### config.mk
export PLATFORM = sky130hd
export DESIGN_NAME = unit_sel_aug_add_flat
export DESIGN_NICKNAME = d
export VERILOG_FILES = /design/src/rtl/unit_sel_aug_add_if.sv /design/src/rtl/unit_sel_aug_add.sv /design/src/flat_wrapper.sv
export SDC_FILE = /design/constraint.sdc
export NUM_CORES = 1
export LEC_CHECK = 0
export ABC_AREA = 1
export BUFFER_PORTS_ARGS = -buffer_cell sky130_fd_sc_hd__buf_4
export CORE_MARGIN = 8
export CORE_UTILIZATION = 35
export DETAILED_ROUTE_END_ITERATION = 7
export PLACE_DENSITY = 0.56
export SETUP_SLACK_MARGIN = 0.15
export SYNTH_ARGS = -nofsm -noshare
export SYNTH_HDL_FRONTEND = slang
export SYNTH_SLANG_ARGS = --single-unit
export TNS_END_PERCENT = 20
### constraint.sdc
create_clock -name clk -period 4.5 [get_ports clk]
set_input_delay 0.45 -clock clk [delete_from_list [all_inputs] [get_ports clk]]
set_output_delay 0.45 -clock clk [all_outputs]
set_load 0.02 [all_outputs]
### src/rtl/unit_sel_aug_add_if.sv
// Operand/result bundle for the mantissa alignment and ordering stage.
// The master drives operands and the slave returns the ordered, aligned pair.
interface unit_sel_aug_add_if #(
   parameter int unsigned MANT_W = 23,
   parameter int unsigned GRD_W  = 4
);
   localparam int unsigned EXT_W = 1 + MANT_W + GRD_W;

   logic              in_valid;
   logic [MANT_W-1:0] Mant_A;
   logic [MANT_W-1:0] Mant_B;
   logic [7:0]        E_sub;
   logic              Ce;
   logic              out_valid;
   logic [EXT_W-1:0]  Augend;
   logic [EXT_W-1:0]  Addend;
   logic              C_mant;

   modport master (
      output in_valid, Mant_A, Mant_B, E_sub, Ce,
      input  out_valid, Augend, Addend, C_mant
   );

   modport slave (
      input  in_valid, Mant_A, Mant_B, E_sub, Ce,
      output out_valid, Augend, Addend, C_mant
   );
endinterface

### src/rtl/unit_sel_aug_add.sv
// Aligns the smaller-exponent mantissa by E_sub and orders the pair so that
// Augend is the larger value; one registered output stage.
module unit_sel_aug_add #(
   parameter int unsigned MANT_W = 23,
   parameter int unsigned GRD_W  = 4
) (
   input logic                clk,
   input logic                rst_n,
   unit_sel_aug_add_if.slave  bus
);
   localparam int unsigned EXT_W = 1 + MANT_W + GRD_W;

   function automatic logic [EXT_W-1:0] extend_mant(input logic [MANT_W-1:0] m);
      return {1'b1, m, {GRD_W{1'b0}}};
   endfunction

   // Shifts of EXT_W or more flush every bit, so they saturate to zero.
   function automatic logic [EXT_W-1:0] shift_clamp(input logic [EXT_W-1:0] v,
                                                    input logic [7:0]       amt);
      logic [EXT_W-1:0] r;
      if (amt >= 8'(EXT_W)) begin
         r = {EXT_W{1'b0}};
      end else begin
         r = v >> amt;
      end
      return r;
   endfunction

   logic [EXT_W-1:0] m_a_s, m_b_s, m_em_s, m_el_s, m_sr_s;
   logic             sel_s;
   logic [EXT_W-1:0] augend_d, augend_q;
   logic [EXT_W-1:0] addend_d, addend_q;
   logic             c_mant_d, c_mant_q;
   logic             valid_q;

   // Operand extension, selection, alignment and ordering.
   always_comb begin
      m_a_s    = extend_mant(bus.Mant_A);
      m_b_s    = extend_mant(bus.Mant_B);
      m_em_s   = m_a_s;
      m_el_s   = m_b_s;
      augend_d = augend_q;
      addend_d = addend_q;
      c_mant_d = c_mant_q;
      if (bus.Ce) begin
         m_em_s = m_b_s;
         m_el_s = m_a_s;
      end else begin
         m_em_s = m_a_s;
         m_el_s = m_b_s;
      end
      m_sr_s = shift_clamp(m_el_s, bus.E_sub);
      sel_s  = (m_em_s > m_sr_s);
      // Ties fall to the shifted operand as Augend with C_mant cleared.
      if (bus.in_valid) begin
         if (sel_s) begin
            augend_d = m_em_s;
            addend_d = m_sr_s;
            c_mant_d = 1'b1;
         end else begin
            augend_d = m_sr_s;
            addend_d = m_em_s;
            c_mant_d = 1'b0;
         end
      end else begin
         augend_d = augend_q;
         addend_d = addend_q;
         c_mant_d = c_mant_q;
      end
   end

   // Output register with synchronous active-low reset.
   always_ff @(posedge clk) begin
      if (!rst_n) begin
         valid_q  <= 1'b0;
         augend_q <= {EXT_W{1'b0}};
         addend_q <= {EXT_W{1'b0}};
         c_mant_q <= 1'b0;
      end else begin
         valid_q  <= bus.in_valid;
         augend_q <= augend_d;
         addend_q <= addend_d;
         c_mant_q <= c_mant_d;
      end
   end

   assign bus.out_valid = valid_q;
   assign bus.Augend    = augend_q;
   assign bus.Addend    = addend_q;
   assign bus.C_mant    = c_mant_q;
endmodule

### src/flat_wrapper.sv
// flat-port wrapper written by rule: the top's interface ports become plain ports
module unit_sel_aug_add_flat 
#(
   parameter int unsigned MANT_W = 23,
   parameter int unsigned GRD_W  = 4
)
  (clk, rst_n, bus_in_valid, bus_Mant_A, bus_Mant_B, bus_E_sub, bus_Ce, bus_out_valid, bus_Augend, bus_Addend, bus_C_mant);
  unit_sel_aug_add_if #(.MANT_W(MANT_W), .GRD_W(GRD_W)) bus_i ();
  input logic clk;
  input logic rst_n;
  input wire logic [$bits(bus_i.in_valid)-1:0] bus_in_valid;
  input wire logic [$bits(bus_i.Mant_A)-1:0] bus_Mant_A;
  input wire logic [$bits(bus_i.Mant_B)-1:0] bus_Mant_B;
  input wire logic [$bits(bus_i.E_sub)-1:0] bus_E_sub;
  input wire logic [$bits(bus_i.Ce)-1:0] bus_Ce;
  output wire logic [$bits(bus_i.out_valid)-1:0] bus_out_valid;
  output wire logic [$bits(bus_i.Augend)-1:0] bus_Augend;
  output wire logic [$bits(bus_i.Addend)-1:0] bus_Addend;
  output wire logic [$bits(bus_i.C_mant)-1:0] bus_C_mant;
  assign bus_i.in_valid = bus_in_valid;
  assign bus_i.Mant_A = bus_Mant_A;
  assign bus_i.Mant_B = bus_Mant_B;
  assign bus_i.E_sub = bus_E_sub;
  assign bus_i.Ce = bus_Ce;
  assign bus_out_valid = bus_i.out_valid;
  assign bus_Augend = bus_i.Augend;
  assign bus_Addend = bus_i.Addend;
  assign bus_C_mant = bus_i.C_mant;
  unit_sel_aug_add #(.MANT_W(MANT_W), .GRD_W(GRD_W)) u_core (.clk(clk), .rst_n(rst_n), .bus(bus_i));
endmodule
==> summary.txt <==
Setup path
  • Buf+Inv Stages, Crit Path: 5
  • Crit-path slowest cell: buf_4
  • CP Class: primary input to flop
  • Critical path launch point type: primary input
  • Critical-path cell list: buf_4 -> nor2_4 -> buf_4 -> nand4_1 -> nand3_1 -> nand2_1 -> o21ai_0 -> nand2_1 -> nor2_1 -> inv_1 -> ha_1 -> nand2_1 -> nor2_1 -> nand4_1 -> nor2_4 -> nand2_1 -> nand3_2 -> nand2_4 -> nor2_8 -> buf_12 -> nand2_1 -> nand3_1 -> nand2_1 -> inv_1
  • Depth of the most critical reg-to-reg path: 4
  • Worst Path Arrival: 4.02 ns
  • Critical Path RT: 4.78 ns
  • RR Startpoint: u_core.bus.Addend[7]
  • Worst setup EP type: flop
  • Register-to-register setup slack: 3.77 ns
  • Critical R2R Capture: u_core.bus.Addend[7]
  • CP dominant cell by count: nand2_1
  • Crit-path max FO: 27
  • Top cell family by delay on the critical path: simple AND/OR/NAND/NOR gates
  • Worst path max stage delay: 0.33 ns

Route
  • Residual DRC: 0
  • Via count: 6177
  • Routed wire length: 19.36 mm
  • 1st-pass router iterations: 5
  • Initial drt markers: 625
  • Post-DRT Antenna Nets: 0
  • Via density: 5.092
  • Per-cell routed wire length: 15.96 um

Finish
  • Design Area, Final: 0.006509 mm^2
  • Nets: 1105
  • Area Growth Syn to Fin: 24.21%
  • Final Non-Filler Cells: 1213
  • Most common cell after layout, fill and taps aside: nand2_1
  • # fillers: 1653
  • Antenna diodes: 0
  • Commonest non-fill, non-tap cells in the layout: 350 x nand2_1, 204 x nand3_1, 131 x buf_4
  • Area of the multi-input gates: 0.003423 mm^2
  • Seq. cell area: 0.001161 mm^2
  • Layout cells sized above 1: 17.01%

Floorplan
  • IO Count: 116
  • Chip Height: 138.4 um
  • Starting Density: 35.92%
  • Die width: 138.4 um
  • Core outline area: 0.01459 mm^2
  • Row cnt: 44
  • DIE AREA: 0.01914 mm^2

Synth
  • Flops & latches, synth: 58
  • Synth cell types: 29
  • Syn_area_per_cell: 5.592 um^2
  • Gate Count Post-Synth: 937
  • Sequential fraction of the synthesis area: 22.16%
  • Synth Cell Area: 0.005240 mm^2
  • Synth warnings: 0
  • Synth Net Count: 1018

Clocking
  • Worst-path clk slew: 0.05 ns
  • Clock buffer depth: 2
  • CTS buffer count: 9
  • Clock Sinks: 58
  • Hold buffers post-CTS: 0
  • Clk root buf: clkbuf_16
  • Worst-Skew Late Latency: 0.33 ns
  • Post-CTS setup repair buffer count: 0
  • # H-tree levels: 3
  • CTS tree: built
  • Post-CTS Resized: 0

STA
  • Rel. slew slack: 45.85%
  • # setup viols final: 0
  • TNS Setup: 0 ns
  • Final Hold Fails: 0
  • Final Critical Period: 3.732 ns
  • RSZ-0062 raised after global routing: false
  • Worst-margin pin slew: 0.8038 ns
  • Period utilization: 82.94%
  • Fmax: 267.9 MHz
  • Clock Skews: 0 ns
  • Max-slew violations: 0
  • Final Worst Setup Slack: 0.7676 ns

Power and ir drop
  • Logic gate share of total power: 27.0%
  • Sw Share: 33.41%
  • P_int: 0.001071 W
  • Sequential share of power: 33.6%
  • Worst IR Drop VDD: 0.0001605 V
  • Leakage: 3.445 nW
  • Clock power share: 39.4%
  • Cell area power density: 247.2 mW/mm^2
  • Net switching power of the design: 0.0005375 W

Hold path
  • WHS Path Cells: 4
  • Hold/Removal Path Class: primary input to flop
  • Hold EP: u_core.bus.Addend[0]
  • Hold path start: bus_E_sub[5]

GRT
  • Vias in the first global route: 5699
  • Gr ovfl total: 0
  • First-pass GRT wire length: 31.32 mm
  • Initial antenna violation count: 0
  • GRT Resource Usage Total: 20.06%
  • Pin count of the biggest net entering global routing: 38

Placement
  • DP Area: 0.006236 mm^2
  • PortBufs: 115
  • Post-place setup slack: 0.4690 ns
  • Inst Count DP: 1197
  • GP Congestion: 0.9464
  • Dpl hpwl: 15.27 mm

Status
  • Status: finished, final reports clean

Flow run
  • Max-cap viol count: 0
==> flip-flops by register name, indices dropped and copies added, names as in the netlist <==
signal and flops:
u_core.bus.Addend 28, u_core.bus.Augend 28, u_core.bus.out_valid 1, u_core.bus.C_mant 1
==> layer usage <==
metal,global-route usage (%),up-vias,routed length [um]
li1,-,3198,-
met1,27.30,2723,8974
met2,29.57,225,8153
met3,4.384,31,1593
met4,8.867,0,639
met5,0,-,0
==> worst max-delay path by stage <==
stage	slack, ns	depth (start not counted)	endpoint	start
floorplan	1.33	24	u_core.bus.Augend[11]	bus_E_sub[0]
global placement	0.47	24	u_core.bus.Augend[10]	bus_E_sub[6]
detailed placement	0.47	26	u_core.bus.Augend[10]	bus_Ce
CTS	0.80	24	u_core.bus.Augend[10]	bus_E_sub[6]
global route	0.35	26	u_core.bus.Augend[25]	bus_Ce
finish	0.77	24	u_core.bus.Augend[10]	bus_E_sub[6]
==> Yosys cell counts, drive strengths merged <==
| master | instances | area, um^2 |
|---|---|---|
| o21a | 1 | 7.510 |
| clkbuf | 30 | 112.6 |
| o211ai | 2 | 15.01 |
| nor2 | 38 | 188.9 |
| nand3 | 207 | 1051 |
| ha | 23 | 287.8 |
| clkinv | 1 | 5.000 |
| nand4 | 25 | 171.4 |
| a21oi | 30 | 161.4 |
| dfxtp | 58 | 1161 |
| or2 | 9 | 56.30 |
| buf | 27 | 145.1 |
| o21bai | 1 | 7.510 |
| inv | 104 | 392.9 |
| nor3 | 1 | 5.000 |
| nand2 | 352 | 1331 |
| o21ai | 28 | 140.1 |
==> worst min-delay path, delay by kind of cell <==
kind | cells | cell delay [ns]
buf+inv | 2 | 0.12
simple gates | 1 | 0.08
compound gates | 1 | 0.05
==> kinds of logic (layout without fill, tap and decap cells) <==
kind of cell | after synthesis | after routing | share of synthesized area (%)
and+or+nand+nor | 632 | 632 | 53.51
buffers and inverters | 162 | 254 | 12.51
AOI/OAI and AO/OA | 62 | 62 | 6.328
DFF | 58 | 58 | 22.16
adders and majority gates | 23 | 23 | 5.492
==> area by class of cell <==
class,count,area share (%)
multi-input cells,717,52.60
flip-flops and latches,58,17.84
repair buffers,133,15.72
inverters,105,6.113
clock buffers,11,3.729
well taps,184,3.537
clock inverters,5,0.4614
==> per-stage QoR <==
step / total power (W) / util, % / hold WS [ns]
floorplan: 0.0008220 / - / 0.5193
global placement: 0.0009875 / 42.74 / 0.4319
detailed placement: 0.0009829 / 42.74 / 0.4298
CTS: 0.001630 / 44.61 / 0.4056
global route: 0.001697 / 44.61 / 0.4351
finish: 0.001609 / 44.61 / 0.4161
==> power by group through the flow <==
stage / clock (W) / combinational (W) / sequential [W]
4_1_cts: 0.000655 / 0.000434 / 0.000541
2_1_floorplan: 0 / 0.000251 / 0.000571
6_report: 0.000633 / 0.000435 / 0.000541
3_3_place_gp: 0 / 0.000436 / 0.000551
3_5_place_dp: 0 / 0.000432 / 0.000551
5_1_grt: 0.000670 / 0.000485 / 0.000542
No activity file was read; power rests on OpenSTA's default activity.
